$ cat src/rtl/sha256_msg_padder_if.sv
// Handshake bundle for the SHA-256 padder: message words in, padded 512-bit blocks out.
interface sha256_msg_padder_if #(
  parameter int DATA_W = 64,
  parameter int IW     = $clog2(DATA_W) + 1
);
  logic [DATA_W-1:0] data_in;
  logic              data_valid;
  logic              last_word;
  logic [IW-1:0]     last_invalid_bits;
  logic              in_ready;
  logic [511:0]      block_out;
  logic              block_valid;
  logic              block_last;
  logic              block_ready;

  modport master (
    output data_in, data_valid, last_word, last_invalid_bits, block_ready,
    input  in_ready, block_out, block_valid, block_last
  );

  modport slave (
    input  data_in, data_valid, last_word, last_invalid_bits, block_ready,
    output in_ready, block_out, block_valid, block_last
  );
endinterface

$ cat src/rtl/sha256_msg_padder.sv
// SHA-256 message padder: packs words into 512-bit blocks, appends 0x80, zero fill and
// the 64-bit message bit length, spilling into an extra block when the tail does not fit.
module sha256_msg_padder #(
  parameter int DATA_W = 64,
  parameter int LEN_W  = 64
) (
  input logic               clk,
  input logic               rst,
  sha256_msg_padder_if.slave bus
);
  localparam int WPB = 512 / DATA_W;
  localparam int IW  = $clog2(DATA_W) + 1;
  localparam int CW  = $clog2(WPB);

  typedef enum logic [1:0] {FILL, EMIT_DATA, EMIT_PAD, EMIT_LEN} state_t;
  typedef enum logic [1:0] {PEND_NONE, PEND_PAD, PEND_LEN} pend_t;

  state_t            state_r, state_s;
  pend_t             pend_r, pend_s;
  logic [CW-1:0]     word_cnt_r, word_cnt_s;
  logic [LEN_W-1:0]  bit_len_r, bit_len_s;
  logic [511:0]      buffer_r, buffer_s;
  logic [511:0]      block_out_r, block_out_s;
  logic              block_valid_r, block_valid_s;
  logic              block_last_r, block_last_s;

  logic [IW-1:0]     inv_s;
  logic [9:0]        valid_bits_s, add_bits_s, slot_base_s, end_pos_s;
  logic [DATA_W-1:0] word_mask_s;
  logic [511:0]      slot_word_s, marked_s;
  logic [LEN_W-1:0]  len_sum_s;

  // Sub-byte invalid counts are meaningless, so only whole bytes are honoured.
  assign inv_s        = bus.last_invalid_bits & ~IW'(7);
  assign valid_bits_s = 10'(DATA_W) - 10'(inv_s);
  assign add_bits_s   = bus.last_word ? valid_bits_s : 10'(DATA_W);
  assign word_mask_s  = bus.last_word ? ({DATA_W{1'b1}} << inv_s) : {DATA_W{1'b1}};
  assign slot_base_s  = 10'(word_cnt_r) * 10'(DATA_W);
  assign slot_word_s  = {bus.data_in & word_mask_s, {(512-DATA_W){1'b0}}} >> slot_base_s;
  assign end_pos_s    = slot_base_s + valid_bits_s;
  // A shift of 512 drops the marker entirely, which is exactly the deferred-0x80 case.
  assign marked_s     = buffer_r | slot_word_s | ({8'h80, 504'h0} >> end_pos_s);
  assign len_sum_s    = bit_len_r + LEN_W'(add_bits_s);

  assign bus.in_ready    = (state_r == FILL);
  assign bus.block_out   = block_out_r;
  assign bus.block_valid = block_valid_r;
  assign bus.block_last  = block_last_r;

  // Next-state and next-output logic for fill/emit sequencing.
  always_comb begin
    state_s       = state_r;
    pend_s        = pend_r;
    word_cnt_s    = word_cnt_r;
    bit_len_s     = bit_len_r;
    buffer_s      = buffer_r;
    block_out_s   = block_out_r;
    block_valid_s = block_valid_r;
    block_last_s  = block_last_r;
    case (state_r)
      FILL: begin
        if (bus.data_valid) begin
          word_cnt_s    = word_cnt_r + CW'(1);
          bit_len_s     = len_sum_s;
          buffer_s      = marked_s;
          block_out_s   = marked_s;
          block_valid_s = 1'b1;
          block_last_s  = 1'b0;
          pend_s        = PEND_NONE;
          if (!bus.last_word) begin
            buffer_s    = buffer_r | slot_word_s;
            block_out_s = buffer_r | slot_word_s;
            if (word_cnt_r == CW'(WPB-1)) begin
              state_s = EMIT_DATA;
            end else begin
              block_valid_s = 1'b0;
              block_out_s   = block_out_r;
            end
          end else if (end_pos_s == 10'd512) begin
            state_s = EMIT_DATA;
            pend_s  = PEND_PAD;
          end else if (end_pos_s <= 10'd440) begin
            state_s      = EMIT_LEN;
            block_out_s  = {marked_s[511:LEN_W], len_sum_s};
            block_last_s = 1'b1;
          end else begin
            state_s = EMIT_DATA;
            pend_s  = PEND_LEN;
          end
        end else begin
          state_s = FILL;
        end
      end
      default: begin
        if (bus.block_ready) begin
          pend_s = PEND_NONE;
          case (pend_r)
            PEND_PAD: begin
              state_s      = EMIT_PAD;
              block_out_s  = {8'h80, {(504-LEN_W){1'b0}}, bit_len_r};
              block_last_s = 1'b1;
            end
            PEND_LEN: begin
              state_s      = EMIT_LEN;
              block_out_s  = {{(512-LEN_W){1'b0}}, bit_len_r};
              block_last_s = 1'b1;
            end
            default: begin
              state_s       = FILL;
              buffer_s      = 512'h0;
              block_valid_s = 1'b0;
              block_last_s  = 1'b0;
              if (block_last_r) begin
                bit_len_s  = {LEN_W{1'b0}};
                word_cnt_s = {CW{1'b0}};
              end else begin
                bit_len_s  = bit_len_r;
              end
            end
          endcase
        end else begin
          state_s = state_r;
        end
      end
    endcase
  end

  // State and registered-output update with synchronous reset.
  always_ff @(posedge clk) begin
    if (rst) begin
      state_r       <= FILL;
      pend_r        <= PEND_NONE;
      word_cnt_r    <= {CW{1'b0}};
      bit_len_r     <= {LEN_W{1'b0}};
      buffer_r      <= 512'h0;
      block_out_r   <= 512'h0;
      block_valid_r <= 1'b0;
      block_last_r  <= 1'b0;
    end else begin
      state_r       <= state_s;
      pend_r        <= pend_s;
      word_cnt_r    <= word_cnt_s;
      bit_len_r     <= bit_len_s;
      buffer_r      <= buffer_s;
      block_out_r   <= block_out_s;
      block_valid_r <= block_valid_s;
      block_last_r  <= block_last_s;
    end
  end
endmodule

$ cat src/flat_wrapper.sv
// flat-port wrapper written by rule: the top's interface ports become plain ports
module sha256_msg_padder_flat 
#(
  parameter int DATA_W = 64,
  parameter int LEN_W  = 64
)
  (clk, rst, bus_data_in, bus_data_valid, bus_last_word, bus_last_invalid_bits, bus_block_ready, bus_in_ready, bus_block_out, bus_block_valid, bus_block_last);
  sha256_msg_padder_if #(.DATA_W(DATA_W)) bus_i ();
  input logic clk;
  input logic rst;
  input wire logic [$bits(bus_i.data_in)-1:0] bus_data_in;
  input wire logic [$bits(bus_i.data_valid)-1:0] bus_data_valid;
  input wire logic [$bits(bus_i.last_word)-1:0] bus_last_word;
  input wire logic [$bits(bus_i.last_invalid_bits)-1:0] bus_last_invalid_bits;
  input wire logic [$bits(bus_i.block_ready)-1:0] bus_block_ready;
  output wire logic [$bits(bus_i.in_ready)-1:0] bus_in_ready;
  output wire logic [$bits(bus_i.block_out)-1:0] bus_block_out;
  output wire logic [$bits(bus_i.block_valid)-1:0] bus_block_valid;
  output wire logic [$bits(bus_i.block_last)-1:0] bus_block_last;
  assign bus_i.data_in = bus_data_in;
  assign bus_i.data_valid = bus_data_valid;
  assign bus_i.last_word = bus_last_word;
  assign bus_i.last_invalid_bits = bus_last_invalid_bits;
  assign bus_i.block_ready = bus_block_ready;
  assign bus_in_ready = bus_i.in_ready;
  assign bus_block_out = bus_i.block_out;
  assign bus_block_valid = bus_i.block_valid;
  assign bus_block_last = bus_i.block_last;
  sha256_msg_padder #(.DATA_W(DATA_W), .LEN_W(LEN_W)) u_core (.clk(clk), .rst(rst), .bus(bus_i));
endmodule
$ cat config.mk
export PLATFORM = sky130hd
export DESIGN_NAME = sha256_msg_padder_flat
export DESIGN_NICKNAME = d
export VERILOG_FILES = /design/src/rtl/sha256_msg_padder_if.sv /design/src/rtl/sha256_msg_padder.sv /design/src/flat_wrapper.sv
export SDC_FILE = /design/constraint.sdc
export NUM_CORES = 2
export LEC_CHECK = 0
export CAP_MARGIN = 20
export CORE_MARGIN = 3
export CORE_UTILIZATION = 40
export CTS_CLUSTER_SIZE = 24
export DETAILED_ROUTE_END_ITERATION = 6
export MAX_ROUTING_LAYER = met4
export PLACE_DENSITY = 0.69
export RECOVER_POWER = 25
export SETUP_SLACK_MARGIN = 0.5
export SYNTH_ARGS = -nofsm -noshare
export SYNTH_HDL_FRONTEND = slang
export SYNTH_SLANG_ARGS = --single-unit
$ cat constraint.sdc
create_clock -name clk -period 3.75 [get_ports clk]
set_clock_uncertainty 0.05 [all_clocks]
set_input_delay 0.75 -clock clk [delete_from_list [all_inputs] [get_ports clk]]
set_output_delay 0.75 -clock clk [all_outputs]
set_load 0.05 [all_outputs]
[Word level (Yosys, flattened, before mapping)]
Cells that the tools add are included.
Storage, ports and cells
  register bits: 1097
  input port bits: 76
  output and inout bits: 515
Operators by class
  bitwise logic cells: 3
  order comparisons: 1
  reduce and logical (&&, ||, !) cells: 10
  muxes and demuxes: 52
  add/sub/neg operators: 4
  equality and inequality tests: 8
  shifts and indexed selects: 3
Operator list (count)
  two-way mux 512 bit: 10
  OR 512 bit: 2
  one-hot mux 512 bit (2 select lines): 1
  two-way mux 64 bit: 8
  right shift 512 x 10 -> 512 bit (first input constant): 1
  right shift 512 x 9 -> 512 bit: 1
  adder 64 x 10 -> 64 bit: 1
  AND 64 bit: 1
  << shifter 64 x 7 -> 64 bit (first input constant): 1
  two-way mux 2 bit: 13
  two-way mux 3 bit: 5
  two-way mux 1 bit: 13
  adder 9 x 10 -> 10 bit: 1
  equality test 10 bit (second input constant): 1
  less-or-equal comparator 10 x 9 -> 1 bit (second input constant): 1
  two-way mux 10 bit: 1
  AND reduction 4 bit: 2
  subtractor 7 x 7 -> 8 bit (first input constant): 1
  != test 4 x 3 -> 1 bit (second input constant): 1
  one-hot mux 2 bit (2 select lines): 1
  AND reduction 2 bit: 2
  nonzero test 2 bit: 2
  adder 3 x 1 -> 3 bit (second input constant): 1
  equality test 3 bit (second input constant): 1
  other kinds (9): 9

[Longest topological paths before layout]
  depth in word-level cells: 11
  gate-level depth with buffers: 16

[Worst setup path before layout]
No wires, ideal clock.
  path kind: input to register
  start point: input bus_last_word
  end point: register u_core.block_out_r[54] (netlist: u_core.bus.block_out[54])
  library setup time: 0.074 ns
  required time: 3.626 ns
  cell stages on the path: 11
  path buffers: 2
  arrival time: 3.679 ns
  setup slack: -0.053 ns
  cell sequence: clkbuf_1 > clkbuf_1 > inv_1 > or2_2 > ha_1 > o21a_1 > a21oi_2 > a211o_1 > or3_4 > or4_1 > a31oi_1
On the way
  longest elaborated chain between the ends: 10
  elaborated cells between the ends (all ways): 15
  those cells by class: add/sub: 1; eq/ne: 1; shift: 1; mux: 8; bitwise: 3; reduce/logical: 1
RTL lines
  start, declared: line flat_wrapper.sv:13  | input wire logic [$bits(bus_i.last_word)-1:0] bus_last_word;
  two-way mux 64 bit: line sha256_msg_padder.sv:37  | assign word_mask_s = bus.last_word ? ({DATA_W{1'b1}} << inv_s) : {DATA_W{1'b1}};
  AND 64 bit: line sha256_msg_padder.sv:39  | assign slot_word_s = {bus.data_in & word_mask_s, {(512-DATA_W){1'b0}}} >> slot_base_s;
  right shift 512 x 9 -> 512 bit: line sha256_msg_padder.sv:39
  OR 512 bit: line sha256_msg_padder.sv:42, sha256_msg_padder.sv:72
  OR 512 bit: line sha256_msg_padder.sv:42  | assign marked_s = buffer_r | slot_word_s | ({8'h80, 504'h0} >> end_pos_s);
  two-way mux 64 bit: line sha256_msg_padder.sv:82  | end else if (end_pos_s <= 10'd440) begin
  two-way mux 64 bit: line sha256_msg_padder.sv:79  | end else if (end_pos_s == 10'd512) begin
  two-way mux 512 bit: line sha256_msg_padder.sv:70  | if (!bus.last_word) begin
  two-way mux 512 bit: line sha256_msg_padder.sv:62  | if (bus.data_valid) begin
  two-way mux 512 bit: line sha256_msg_padder.sv:60  | case (state_r)
  end signal, assigned: line sha256_msg_padder.sv:145  | block_out_r <= block_out_s;
  end, declared: line sha256_msg_padder.sv:23  | logic [511:0] block_out_r, block_out_s;
Parallel ways exist; a longest one is shown, timed or not. The select of a mux whose other input is x is not followed.
A chain may end at the register's enable or synchronous reset.

[Worst setup path in the final report]
  start point: register u_core.state_r[0]
  end point: output bus_in_ready
On the way
  longest elaborated chain between the ends: 1
RTL lines
  start, declared: line sha256_msg_padder.sv:18  | state_t state_r, state_s;
  start signal, assigned: line sha256_msg_padder.sv:140  | state_r <= state_s;
  logical NOT 2 bit: line sha256_msg_padder.sv:45  | assign bus.in_ready = (state_r == FILL);
  end, declared: line flat_wrapper.sv:16  | output wire logic [$bits(bus_i.in_ready)-1:0] bus_in_ready;
Every way passes these cells.

==> metrics <==
CP max stage delay 0.47 ns; core area 115000 µm²; WP data arrival 2.54 ns; worst setup margin 0.411 ns; Pleak 21.6 nW; initial antenna violation count 18; setup TNS 0 ns; htree depth 3; Die Wd 347 µm; IO Count 591; CTS Buf Count 116; total grt overflow 0; Synth async-reset ratio 0%; Worst Path Buf+Inv 2; first-pass iteration count of the detailed router 7; synthesized area 46600 µm²; Yosys reg bits 1094; initial DRC count 6131; Worst path top cell family by delay buffers and inverters; Clock Tree Buf Depth 3; Rel. slew slack -20.6%; crit path max-delay cell type dfxtp_1; hold buffer count at CTS 0; Worst Setup SP u_core.state_r[0]; Initial Util 40.6%; CP startpoint kind register; Final #Nets 6860; CTS tree yes; Synth cell types 92; Root Driver clkbuf_16; Port Buf Inserts 587; Period Utilization, post-route 89.1%; Worst-path clk slew 0.06 ns; synth warn 0; final setup fails 0; highest clock rate 299 MHz; outcome finished, violations left; Hold Fails Final Rpt 0; # DRC 0; RSZ-0062 raised after global routing no; maximum vdd drop 0.000391 V; Post-DP HPWL 133000 µm; clock sinks 1094; final non-filler cell total 8382; pre-CTS setup slack -0.665 ns; failing checks capacitance limit, slew limit; syn_area_per_cell 7.44 µm²; largest net degree at the start of global routing 229; Req. time, crit path 2.95 ns; vias per cell 5.81; crit end category output port; Power Total 29.1 mW; hold wc startpoint u_core.buffer_r[339]; final wirelength 203000 µm; synthesized netlist net count 6367; origin of the critical flop-to-flop path u_core.state_r[0]; pwr dens 482 nW/µm²; Synth Flop Type dfxtp_1; Post-synth EDFFs 0; Die ar. 121000 µm²; Detail Route Antenna Nets 0; Max Cap Viol 2; Post-Place Cells 8152; final core utilization 52.6%; Fill cells 10822; Vias 48697; worst-path cell chain or2_4 -> inv_1 -> clkdlybuf4s15_2; worst skew pair latency 0.71 ns; HP Class reg -> reg; FP Rows 124; first-pass GRT wire length 293000 µm; area growth from synthesis to layout 29.7%; layout cells sized above 1 10.1%; crit-path max FO 13; vias in the first global route 44016; worst-margin pin slew 1.81 ns; Post-Synthesis Cells 6271; die extent in y 347 µm; GP Congestion 1.01; Final min period 3.34 ns; Crit Path Class reg -> out; drt wl/cell 24.2 µm; Slew Limit Fails 277; Seq/Total Area, Yosys 47.0%; all-layer global routing usage 32.9%
[final cells by class]
class	count	area (µm²)	share of cell area (%)
multi-input cells	4582	22900	37.8
flip-flops and latches	1094	21900	36.2
clock inverters	61	816	1.35
clock buffers	156	3320	5.49
inverters	24	108	0.178
repair buffers	946	9560	15.8
diodes	7	17.5	0.0290
well taps	1512	1890	3.13
[registers in the layout, indices dropped and copies added, names as in the netlist]
name / cells
u_core.pend_r: 2
u_core.bus.block_valid: 1
u_core.bus.block_out: 512
u_core.state_r: 2
u_core.word_cnt_r: 3
u_core.bit_len_r: 61
u_core.bus.block_last: 1
u_core.buffer_r: 512
[per-layer routing]
layer / global-route usage [%] / part of all wire [%]
met4: 16.7 / 5.8
met5: - / 0
met1: 42.8 / 41
met2: 48.8 / 44
met3: 6.09 / 9.3
[cell usage in the layout, fill, tap and decap left out, drive strengths merged, types with 27 or more instances in the layout]
cell type,netlist,layout
nand2,1668,1668
a21oi,1375,1375
dfxtp,1094,1094
nor2,608,608
clkdlybuf4s50,0,571
buf,182,350
clkbuf,390,169
o21ai,137,137
a22oi,118,118
nor3,69,69
nand3,57,57
o211a,50,50
and2,49,49
clkinv,2,37
a211oi,31,31
nand4,29,29
or3,27,27
[tightest hold or removal path: stages, from the launching register on]
cell and delay [ns]:
dfxtp_1 0.31, nand2_1 0.05, a21oi_1 0.05
[metrics by stage]
step / hold slack [ns] / instance area, µm²
2_1_floorplan: 0.382 / 46900
3_3_place_gp: 0.386 / 56200
3_5_place_dp: 0.393 / 56200
4_1_cts: 0.401 / 60500
5_1_grt: 0.415 / 60500
6_report: 0.398 / 60500
[synth_stat cells, types with 25 or more instances]
master	number	area (µm²)
nand2_1	1666	6250
a211oi_1	30	225
mux2i_1	25	250
dfxtp_1	1094	21900
buf_1	43	161
nor3_1	67	335
buf_2	134	671
clkbuf_1	387	1450
and2_1	44	275
a21oi_1	1374	6880
or3_1	26	163
nor2_1	608	2280
o21ai_0	133	666
o211a_1	50	500
nand3_1	57	285
a22oi_1	118	886
[report_power, final]
group / total, mW / internal (mW) / switching (mW)
registers: 12.1 / 11.9 / 0.247
logic: 4.62 / 1.29 / 3.33
clock network: 12.4 / 7.28 / 5.12
total: 29.1 / 20.4 / 8.69
[worst paths after layout]
| kind | end | slack (ns) | cells after the start |
|---|---|---|---|
| setup / recovery | bus_in_ready | 0.41 | 3 |
| hold / removal | u_core.buffer_r[339] | 0.40 | 2 |
| setup reg to reg | u_core.bus.block_out[55] | 0.44 | 6 |
| hold reg to reg | u_core.buffer_r[339] | 0.40 | 2 |
[kinds of logic after synthesis]
family	share of synthesized area (%)
AOI/OAI and AO/OA	23.7
xor gates and xnor gates	0.357
adders and majority gates	0.569
buffers and inverters	5.20
DFF	47.0
muxes	0.609
and+or+nand+nor	22.6
[timing repair]
item	4_1_cts	5_1_grt
pin swaps	7	8
setup endpoints to repair	220	139
gates resized for setup	25	25
cloned	2	0
setup buffers	4	0
Power figures use the tool's default switching activity.
